### config.mk
export PLATFORM = sky130hd
export DESIGN_NAME = ps2_rx
export DESIGN_NICKNAME = d
export VERILOG_FILES = /design/src/rtl/ps2_pkg.sv /design/src/rtl/ps2_line_filter.sv /design/src/rtl/ps2_rx.sv
export SDC_FILE = /design/constraint.sdc
export NUM_CORES = 1
export LEC_CHECK = 0
export BUFFER_PORTS_ARGS = -buffer_cell sky130_fd_sc_hd__buf_2
export CORE_UTILIZATION = 53
export DETAILED_ROUTE_END_ITERATION = 8
export PLACE_DENSITY = 0.74
export REMOVE_ABC_BUFFERS = 1
export SLEW_MARGIN = 40
export SYNTH_ARGS = -nofsm -noshare
export SYNTH_HDL_FRONTEND = slang
export SYNTH_SLANG_ARGS = --single-unit
export TNS_END_PERCENT = 50
### constraint.sdc
create_clock -name Clock -period 2.15 [get_ports Clock]
set_input_delay 0.215 -clock Clock [delete_from_list [all_inputs] [get_ports Clock]]
set_output_delay 0.215 -clock Clock [all_outputs]
set_load 0.005 [all_outputs]
### src/rtl/ps2_pkg.sv
// ps2_pkg: shared definitions for the PS/2 receive path.
//   - ps2_state_t : receiver FSM states
//   - frame constants (start/stop levels, data width)
//   - common scan codes used by the downstream hold-tracking stage
//   - odd_parity_ok(): frame parity check helper
package ps2_pkg;

    typedef enum logic [1:0] {
        IDLE,
        DATA,
        PARITY,
        STOP
    } ps2_state_t;

    localparam logic START_BIT = 1'b0;
    localparam logic STOP_BIT  = 1'b1;
    localparam int   DATA_BITS = 8;

    localparam logic [7:0] BREAK_CODE    = 8'hF0;
    localparam logic [7:0] EXTENDED_CODE = 8'hE0;
    localparam logic [7:0] KEY_SPACE     = 8'h29;
    localparam logic [7:0] KEY_W         = 8'h1D;

    // PS/2 uses odd parity: data bits plus parity bit must hold an odd number of ones.
    function automatic logic odd_parity_ok(input logic [DATA_BITS-1:0] data,
                                           input logic                 parity);
        return ^{data, parity};
    endfunction

endpackage

### src/rtl/ps2_line_filter.sv
// ps2_line_filter: 2-flop synchronizer followed by a stability filter.
// The filtered output only follows the synchronized line after FILTER_CYCLES
// consecutive samples that all differ from the current filtered level.
// Ports:
//   Clock    - system clock
//   reset    - asynchronous active-low reset (output and flops go to RESET_VALUE)
//   line     - raw asynchronous input line
//   filtered - synchronized, glitch-filtered level
module ps2_line_filter #(
    parameter int   FILTER_CYCLES = 8,
    parameter logic RESET_VALUE   = 1'b1
) (
    input  logic Clock,
    input  logic reset,
    input  logic line,
    output logic filtered
);

    localparam int CNT_W = (FILTER_CYCLES > 1) ? $clog2(FILTER_CYCLES) : 1;

    logic             sync_p0;
    logic             sync_p1;
    logic [CNT_W-1:0] stable_cnt;

    always_ff @(posedge Clock or negedge reset) begin
        if (!reset) begin
            sync_p0    <= RESET_VALUE;
            sync_p1    <= RESET_VALUE;
            filtered   <= RESET_VALUE;
            stable_cnt <= '0;
        end else begin
            // Stage p0/p1: metastability synchronizer
            sync_p0 <= line;
            sync_p1 <= sync_p0;

            // Filter stage: any sample matching the current level restarts the run.
            if (sync_p1 == filtered) begin
                stable_cnt <= '0;
            end else if (stable_cnt == CNT_W'(FILTER_CYCLES - 1)) begin
                filtered   <= sync_p1;
                stable_cnt <= '0;
            end else begin
                stable_cnt <= stable_cnt + 1'b1;
            end
        end
    end

endmodule

### src/rtl/ps2_rx.sv
// ps2_rx: receive-only PS/2 device-to-host deserializer.
// Decodes 11-bit frames (start, 8 data bits LSB first, odd parity, stop) and
// emits each good byte with a one-cycle rx_valid strobe. Parity, start/stop
// framing and inter-edge timeout failures give a one-cycle rx_error strobe.
// The PS/2 lines are only ever read.
// Ports:
//   Clock    - system clock, all logic on rising edge
//   reset    - asynchronous active-low reset
//   PS2_CLK  - raw PS/2 clock line (idle high)
//   PS2_DAT  - raw PS/2 data line (idle high)
//   rx_data  - last correctly received byte
//   rx_valid - one-cycle strobe, rx_data updated this cycle
//   rx_error - one-cycle strobe on a failed or abandoned frame
module ps2_rx
    import ps2_pkg::*;
#(
    parameter int CLOCK_FREQUENCY = 25000000,
    parameter int FILTER_CYCLES   = 8,
    parameter int TIMEOUT_US      = 200
) (
    input  logic       Clock,
    input  logic       reset,
    input  logic       PS2_CLK,
    input  logic       PS2_DAT,
    output logic [7:0] rx_data,
    output logic       rx_valid,
    output logic       rx_error
);

    localparam int TIMEOUT_CYCLES = CLOCK_FREQUENCY / 1000000 * TIMEOUT_US;
    localparam int TO_W           = $clog2(TIMEOUT_CYCLES + 1);

    logic                 clk_filt;
    logic                 clk_filt_dly;
    logic                 fall_p2;
    logic                 dat_p0;
    logic                 dat_p1;

    ps2_state_t           state;
    logic [2:0]           bit_cnt;
    logic [TO_W-1:0]      to_cnt;
    logic [DATA_BITS-1:0] shift_reg;
    logic                 parity_bit;

    ps2_line_filter #(
        .FILTER_CYCLES (FILTER_CYCLES),
        .RESET_VALUE   (1'b1)
    ) u_clk_filter (
        .Clock    (Clock),
        .reset    (reset),
        .line     (PS2_CLK),
        .filtered (clk_filt)
    );

    // Data line: synchronize only. By the time a filtered clock fall is seen
    // the data line has been stable for many cycles.
    always_ff @(posedge Clock or negedge reset) begin
        if (!reset) begin
            dat_p0       <= 1'b1;
            dat_p1       <= 1'b1;
            clk_filt_dly <= 1'b1;
            fall_p2      <= 1'b0;
        end else begin
            dat_p0       <= PS2_DAT;
            dat_p1       <= dat_p0;
            // Fall event stage: registered 1->0 transition, exactly one cycle wide
            clk_filt_dly <= clk_filt;
            fall_p2      <= clk_filt_dly & ~clk_filt;
        end
    end

    // Frame payload capture; no reset needed since a frame always rewrites
    // every bit before it can be delivered.
    always_ff @(posedge Clock) begin
        if (fall_p2) begin
            if (state == DATA) begin
                shift_reg[bit_cnt] <= dat_p1;
            end
            if (state == PARITY) begin
                parity_bit <= dat_p1;
            end
        end
    end

    // Frame FSM with registered strobes
    always_ff @(posedge Clock or negedge reset) begin
        if (!reset) begin
            state    <= IDLE;
            bit_cnt  <= '0;
            to_cnt   <= '0;
            rx_data  <= 8'h00;
            rx_valid <= 1'b0;
            rx_error <= 1'b0;
        end else begin
            rx_valid <= 1'b0;
            rx_error <= 1'b0;

            if (state == IDLE) begin
                to_cnt <= '0;
                if (fall_p2 && dat_p1 == START_BIT) begin
                    state   <= DATA;
                    bit_cnt <= '0;
                end
            end else if (fall_p2) begin
                to_cnt <= '0;
                case (state)
                    DATA: begin
                        if (bit_cnt == 3'(DATA_BITS - 1)) begin
                            state <= PARITY;
                        end else begin
                            bit_cnt <= bit_cnt + 1'b1;
                        end
                    end
                    PARITY: begin
                        state <= STOP;
                    end
                    default: begin
                        if (dat_p1 == STOP_BIT && odd_parity_ok(shift_reg, parity_bit)) begin
                            rx_data  <= shift_reg;
                            rx_valid <= 1'b1;
                        end else begin
                            rx_error <= 1'b1;
                        end
                        state   <= IDLE;
                        bit_cnt <= '0;
                    end
                endcase
            end else if (to_cnt == TO_W'(TIMEOUT_CYCLES - 1)) begin
                // Device stalled mid-frame: abandon the partial byte.
                rx_error <= 1'b1;
                state    <= IDLE;
                bit_cnt  <= '0;
                to_cnt   <= '0;
            end else begin
                to_cnt <= to_cnt + 1'b1;
            end
        end
    end

endmodule
==> metrics, run 1 <==
Routed WL=4000 um; Int Pwr=1.49 mW; CORE AREA=3770 um2; routing usage on met1=0.206; post-synthesis mux area share=0.0834; RR Endpoint=bit_cnt[2]; drt pass-1 iters=4; Clock Power Share=0.249; Peak VDD IR=711 uV; Synth area leader=dfrtp_1; Post-synth EDFFs=9; Max Root-Sink Buffers=2; die height=65.6 um; CP required=2350 ps; sequential share of power=0.501; IO buf count=13; CP Capture Type=flop; crit path max fanout=3; Slew headroom=0.679; Synth Area per Inst=12.5 um2; #FFs+latches synth=47; failing checks=setup timing; Cells after Synth=172; f_max=457 MHz; Post-synth ARST share=0.809; Area Overhead vs Synth=16.5%; count of final setup violators=3; RSZ-0062 raised after global routing=true; Worst R2R Setup Slack=-40 ps; worst hold path class=flop to flop; Design Area, Final=2500 um2; Vias=1376; Max Cap Violations=0; worst clock skew=13.8 ps; clock sink count=47; met3 Use GR=0.0625; largest family of logic cells by synthesized area=simple AND/OR/NAND/NOR gates; Synth top area share=0.373; Worst Hold End=u_clk_filter.sync_p1; DIE AREA=4300 um2; hold slack=363 ps; final period utilization=1.02; top_reg_cell synth=dfrtp_1; Root Driver=clkbuf_8; Synth warnings=0; pre-CTS WS=-17.7 ps; DP HPWL=2610 um; pin slew with the least headroom to its limit=482 ps; GP Congestion=0.845; H-tree depth=2; post-synthesis sequential area ratio=0.573; r2r startpoint=to_cnt[6]; final layout net count=218; min Tclk post-route=2190 ps; Worst-Skew Late Latency=310 ps; Post-Synth Adder-Cell Area=0.0525; P_leak=1.16 nW; GRT Total Usage=0.206; Worst EP arrival=2380 ps; Post-Syn Area=2140 um2; Post-Synth Simple-Gate Area=0.162; first-pass GRT wire length=6380 um; # rows=22; flip-flop count of the largest register after layout=13; Initial DRC Count=82; post-synthesis cell type count=37; drt via density=5.42; drc violations=0; antenna diode count=0; Die Wd=65.6 um; Startpoint Class=flop; fin. max-slew vios=0; IO Count=14; R2R depth=4; Power Density=874 nW/um2; sw frac=0.318; post-DR wirelength/cell=15.7 um; most frequent cells in the layout=dfrtp_1, nor2_1, buf_2, buf_4, nand2_1; most common cell after layout, fill and taps aside=dfrtp_1; antenna violations before repair=0; hold path startpoint=u_clk_filter.sync_p0; GR Layer Usage met2=0.384; largest cells by area after synthesis=dfrtp_1, edfxtp_1, dfstp_2; critical path type=flop to flop; Final ANT Viol Nets=0; largest net degree at the start of global routing=39; Comb pwr share=0.250; fillers=279; sw power=0.695 mW; number of global-route vias before repair=1525; Post-Synth XOR/XNOR Area=0.0893; fin worst setup slack=-37.0 ps; Post-DP Area=2330 um2; CTS tree=built; layout cell share with drive strength beyond 1=0.277; TritonCTS buffer count=5; clock slew at reported path FFs=90 ps; Hold Path Cell Cnt=0; Initial Utilization=0.569; grt peak-use layer=met2; Compound-Gate Fraction of Synth Area=0.0274; total congestion overflow=0; Fin. Hold Viols=0; status=finished with violations
metrics by stage:
stage / total power [mW] / cells / setup TNS (ps) / utilization
5_1_grt: 2.31 / 254 / -105 / 0.663
3_3_place_gp: 1.58 / 240 / 0 / 0.617
3_5_place_dp: 1.61 / 240 / -31.6 / 0.617
2_1_floorplan: 1.45 / 171 / 0 / -
6_report: 2.18 / 254 / -76.1 / 0.663
4_1_cts: 2.17 / 250 / 0 / 0.648
worst max-delay path by stage:
stage | startpoint | endpoint | slack, ps | cells after the start
finish | to_cnt[6] | bit_cnt[2] | -40 | 4
global route | to_cnt[6] | bit_cnt[2] | -50 | 4
CTS | to_cnt[3] | bit_cnt[2] | 5 | 4
detailed placement | to_cnt[3] | bit_cnt[2] | -20 | 4
global placement | to_cnt[3] | bit_cnt[2] | 60 | 4
floorplan | to_cnt[3] | state[0] | 20 | 4
cells in the mapped netlist (2+ instances only):
cell type and instances:
dfrtp_1 32, nor2_1 24, nand2b_1 2, mux2i_1 3
nor2b_1 3, nor4_1 3, xnor3_1 2, xor2_1 4
o21ai_0 2, ha_1 9, or4b_1 2, nand2_1 11
and3_1 2, nand4_1 4, nor3_1 5, dfstp_2 6
nand3_1 5, inv_1 6, mux2_2 12, edfxtp_1 9
xnor2_1 10
cell families after synthesis:
kind of cell / Yosys count
muxes: 16
buffers and inverters: 7
and+or+nand+nor: 68
adders and majority gates: 9
xor gates and xnor gates: 17
AOI/OAI and AO/OA: 8
DFF: 47
power by group through the flow:
stage | clock (mW) | sequential (mW) | combinational (mW)
2_1_floorplan | 0 | 1.10 | 0.357
3_3_place_gp | 0 | 1.10 | 0.477
3_5_place_dp | 0 | 1.11 | 0.502
4_1_cts | 0.556 | 1.09 | 0.522
5_1_grt | 0.594 | 1.11 | 0.606
6_report | 0.544 | 1.09 | 0.545
worst max-delay path, stage by stage (launching register included):
cell	delay (ps)
dfrtp_1	420
or4b_4	540
or4_4	530
a21boi_4	260
mux2_4	330
area by class of cell:
cell class | count | area [um2] | share of cell area
multi-input cells | 118 | 916 | 0.367
flip-flops and latches | 47 | 1230 | 0.492
inverters | 6 | 22.5 | 0.00901
clock inverters | 3 | 22.5 | 0.00901
repair buffers | 27 | 180 | 0.0721
clock buffers | 5 | 68.8 | 0.0275
well taps | 48 | 60.1 | 0.0240
what timing repair did:
item | CTS | global route
pin swaps | 0 | 3
buffers inserted | 0 | 3
gates resized for setup | 1 | 5
hold buffers | 2 | 1
hold endpoints to repair | 2 | 32
setup endpoints to repair | 3 | 3
metal layers:
layer  part of all wire  up-vias  routed length [um]
met1               0.39      679                1560
met3              0.027        7                 108
li1                   -      667                   -
met5                  0        -                   0
met4              0.021        0                  85
met2               0.56       23                2250
Power figures use the tool's default switching activity.
==> run 2: changes to the inputs <==
--- a/config.mk
+++ b/config.mk
@@ -6,9 +6,10 @@
 export NUM_CORES = 1
 export LEC_CHECK = 0
 export BUFFER_PORTS_ARGS = -buffer_cell sky130_fd_sc_hd__buf_2
-export CORE_UTILIZATION = 53
+export CORE_UTILIZATION = 58
+export CTS_BUF_LIST = sky130_fd_sc_hd__clkbuf_4
 export DETAILED_ROUTE_END_ITERATION = 8
-export PLACE_DENSITY = 0.74
+export PLACE_DENSITY = 0.77
 export REMOVE_ABC_BUFFERS = 1
 export SLEW_MARGIN = 40
 export SYNTH_ARGS = -nofsm -noshare
==> constraint.sdc (replaced) <==
create_clock -name Clock -period 2.8 [get_ports Clock]
set_input_delay 0.28 -clock Clock [delete_from_list [all_inputs] [get_ports Clock]]
set_output_delay 0.28 -clock Clock [all_outputs]
set_load 0.005 [all_outputs]
==> metrics, run 2 (same netlist as run 1, synthesis figures left out) <==
fin worst setup slack=586 ps; Initial DRC Count=55; largest net degree at the start of global routing=39; clock slew at reported path FFs=140 ps; most common cell after layout, fill and taps aside=dfrtp_1; final period utilization=0.791; Worst EP arrival=2480 ps; sw frac=0.319; f_max=452 MHz; DIE AREA=3940 um2; Comb pwr share=0.242; min Tclk post-route=2210 ps; Worst-Skew Late Latency=370 ps; H-tree depth=2; sequential share of power=0.553; critical path type=flop to flop; Area Overhead vs Synth=10.1%; setup total negative slack=0 ps; Startpoint Class=flop; IO buf count=13; Max Root-Sink Buffers=2; Vias=1322; die height=62.8 um; status=completed; CP required=3070 ps; most frequent cells in the layout=dfrtp_1, nor2_1, mux2_2, buf_2, nand2_1; drt via density=5.46; clock sink count=47; total congestion overflow=0; pre-CTS WS=581 ps; drc violations=0; Die Wd=62.8 um; DP HPWL=2290 um; Root Driver=clkbuf_4; number of global-route vias before repair=1306; crit path max fanout=6; worst clock skew=7.99 ps; Max Cap Violations=0; CTS tree=built; fin. max-slew vios=0; Peak VDD IR=425 uV; flip-flop count of the largest register after layout=13; antenna diode count=0; Int Pwr=1.04 mW; IO Count=14; antenna violations before repair=0; CP Capture Type=flop; worst hold path class=flop to flop; Power Density=646 nW/um2; drt pass-1 iters=4; RSZ-0062 raised after global routing=false; final layout net count=208; GP Congestion=0.832; post-DR wirelength/cell=13.2 um; Clock Power Share=0.205; P_leak=1.07 nW; Fin. Hold Viols=0; TritonCTS buffer count=5; first-pass GRT wire length=5690 um; CORE AREA=3440 um2; sw power=0.486 mW; # rows=21; count of final setup violators=0; hold slack=368 ps; GRT Total Usage=0.190; Slew headroom=0.614; layout cell share with drive strength beyond 1=0.224; pin slew with the least headroom to its limit=567 ps; post-cts sizing count=0; Final ANT Viol Nets=0; Initial Utilization=0.623; Routed WL=3190 um
-- run 2: cell count changes in the layout (fill, tap and decap cells not counted), moves of 3 or more --
cell,delta
buf_4,-10
clkbuf_4,+5
clkbuf_8,-5
mux2_2,+3
mux2_4,-3
-- run 2: power groups by stage --
stage | logic [mW] | clock network (mW) | registers [mW]
after floorplan | 0.274 | 0 | 0.842
after global placement | 0.347 | 0 | 0.853
after detailed placement | 0.366 | 0 | 0.859
after CTS | 0.371 | 0.329 | 0.845
after global routing | 0.419 | 0.349 | 0.858
final | 0.370 | 0.313 | 0.844
-- run 2: through the flow --
stage | power (mW) | instance area, um2 | std cells | util
after floorplan | 1.12 | 2140 | 171 | -
after global placement | 1.20 | 2270 | 231 | 0.660
after detailed placement | 1.23 | 2270 | 231 | 0.660
after CTS | 1.54 | 2350 | 241 | 0.682
after global routing | 1.63 | 2360 | 242 | 0.686
final | 1.53 | 2360 | 242 | 0.686
-- run 2: cell type report --
cell class                 instances  area (um2)
clock buffer                       5        37.5
clock inverter                     3        20.0
fill                             257        1080
inverter                           6        22.5
multi-input combinational        118         890
sequential                        47        1230
tap                               46        57.6
timing repair buffer              17         105
-- run 2: routing by layer --
| layer | GRT usage | part of all wire | vias to the layer above |
|---|---|---|---|
| met3 | 0.0493 | 0.041 | 5 |
| met2 | 0.333 | 0.51 | 30 |
| met1 | 0.221 | 0.43 | 637 |
| met5 | 0 | 0 | - |
| li1 | - | - | 650 |
| met4 | 0.0756 | 0.018 | 0 |
-- run 2: critical path, cell delays in order (launching register included) --
cell and delay, ps:
dfrtp_1 460, or4b_1 590, or4_4 510, a21boi_2 210
mux2_2 360
-- run 2: path summary, 6_finish.rpt --
| path | startpoint | to | slack (ps) | depth (start not counted) |
|---|---|---|---|---|
| max | to_cnt[3] | bit_cnt[2] | 590 | 4 |
| min | u_clk_filter.sync_p0 | u_clk_filter.sync_p1 | 370 | 0 |
| max reg2reg | to_cnt[3] | bit_cnt[2] | 590 | 4 |
| min reg2reg | u_clk_filter.sync_p0 | u_clk_filter.sync_p1 | 370 | 0 |
| max in group asynchronous | reset | clk_filt_dly | 2050 | 2 |
| min in group asynchronous | reset | rx_data[2] | 390 | 2 |
-- run 2: what timing repair did --
item                                    4_1_cts  5_1_grt
endpoints found under the setup margin        0        0
hold endpoints to repair                      2       32
hold buffers                                  2        1
buffers inserted                              0        0
==> run 3: changes to the inputs <==
--- a/config.mk
+++ b/config.mk
@@ -6,7 +6,7 @@
 export NUM_CORES = 1
 export LEC_CHECK = 0
 export BUFFER_PORTS_ARGS = -buffer_cell sky130_fd_sc_hd__buf_2
-export CORE_UTILIZATION = 58
+export CORE_UTILIZATION = 56
 export CTS_BUF_LIST = sky130_fd_sc_hd__clkbuf_4
 export DETAILED_ROUTE_END_ITERATION = 8
 export PLACE_DENSITY = 0.77
==> constraint.sdc (replaced) <==
create_clock -name Clock -period 2 [get_ports Clock]
set_input_delay 0.2 -clock Clock [delete_from_list [all_inputs] [get_ports Clock]]
set_output_delay 0.2 -clock Clock [all_outputs]
set_load 0.005 [all_outputs]
==> metrics, run 3 (same netlist as run 1, synthesis figures left out) <==
Max Cap Violations=0; CTS tree=built; RSZ-0062 raised after global routing=true; IO Count=14; Final ANT Viol Nets=0; clock sink count=47; Max Root-Sink Buffers=2; r2r startpoint=to_cnt[3]; DP HPWL=2730 um; failing checks=setup timing; CORE AREA=3660 um2; total congestion overflow=0; critical path type=flop to flop; most frequent cells in the layout=dfrtp_1, nor2_1, buf_4; most common cell after layout, fill and taps aside=dfrtp_1; hold slack=317 ps; flip-flop count of the largest register after layout=13; Worst R2R Setup Slack=-80 ps; Power Density=931 nW/um2; Die Wd=63.9 um; final period utilization=1.04; fin. max-slew vios=0; R2R depth=4; pre-CTS WS=-155 ps; antenna violations before repair=0; GP Congestion=0.764; largest net degree at the start of global routing=39; CP required=2250 ps; final layout net count=222; status=finished with violations; drt via density=5.56; worst clock skew=17.1 ps; worst hold path class=input port to async pin; drc violations=0; CP Capture Type=flop; die height=63.9 um; Slew headroom=0.692; post-DR wirelength/cell=14.2 um; Worst EP arrival=2330 ps; P_leak=1.17 nW; min Tclk post-route=2080 ps; number of global-route vias before repair=1565; fin worst setup slack=-81.0 ps; first-pass GRT wire length=6570 um; drt pass-1 iters=4; Vias=1434; H-tree depth=2; crit path max fanout=3; antenna diode count=0; layout cell share with drive strength beyond 1=0.295; count of final setup violators=3; Power Total=2.35 mW; Fin. Hold Viols=0; IO buf count=13; Peak VDD IR=559 uV; Initial Utilization=0.586; GRT Total Usage=0.214; Initial DRC Count=46; pin slew with the least headroom to its limit=462 ps; Area Overhead vs Synth=17.6%; Root Driver=clkbuf_4; DIE AREA=4080 um2; TritonCTS buffer count=5; # rows=22; RR Endpoint=bit_cnt[0]; Util after Layout=0.689; Startpoint Class=flop; f_max=481 MHz; Worst-Skew Late Latency=360 ps; Routed WL=3660 um; clock slew at reported path FFs=140 ps
## run 3: changes by cell type in the layout (fill, tap and decap cells not counted), moves of 2 or more
cell    previous run  this run
buf_4              2        16
mux2_2            12         9
mux2_4             0         3
or4b_1             2         0
or4b_4             0         2
## run 3: where the power goes
group | total [mW] | internal (mW) | switching [mW]
logic | 0.631 | 0.279 | 0.352
clock network | 0.552 | 0.264 | 0.288
registers | 1.17 | 1.09 | 0.0724
## run 3: layout make-up
class / instances / area (um2)
sequential: 47 / 1230
multi-input combinational: 118 / 920
clock inverter: 3 / 42.5
clock buffer: 5 / 37.5
tap: 48 / 60.1
fill: 272 / 1140
timing repair buffer: 31 / 210
inverter: 6 / 22.5
## run 3: worst max path at each step
| stage | cells after the start | from | end |
|---|---|---|---|
| finish | 4 | to_cnt[3] | bit_cnt[0] |
| global route | 4 | to_cnt[5] | bit_cnt[2] |
| CTS | 4 | to_cnt[10] | bit_cnt[1] |
| detailed placement | 4 | to_cnt[3] | bit_cnt[2] |
| global placement | 4 | to_cnt[3] | bit_cnt[2] |
| floorplan | 4 | to_cnt[3] | state[0] |
## run 3: stage by stage
stage | instance area (um2) | instances | setup TNS [ps]
2_1_floorplan | 2140 | 171 | -574
3_3_place_gp | 2360 | 245 | -208
3_5_place_dp | 2360 | 245 | -436
4_1_cts | 2500 | 257 | -270
5_1_grt | 2520 | 258 | -296
6_report | 2520 | 258 | -238
## run 3: per-layer routing
layer  track usage  part of all wire
met3        0.0643             0.034
met4         0.122             0.035
met5             0                 0
met2         0.383              0.54
met1         0.219              0.39
## run 3: critical path, stage by stage (launching register included)
cell and delay, ps:
dfrtp_1 400, or4b_4 540, or4_4 520, a21boi_4 220, mux2_4 320
## run 3: timing repair
item	CTS	global route
hold buffers	3	0
buffers inserted	1	1
hold endpoints to repair	34	0
resized for setup	5	3
setup endpoints to repair	3	10
pin swaps	3	2
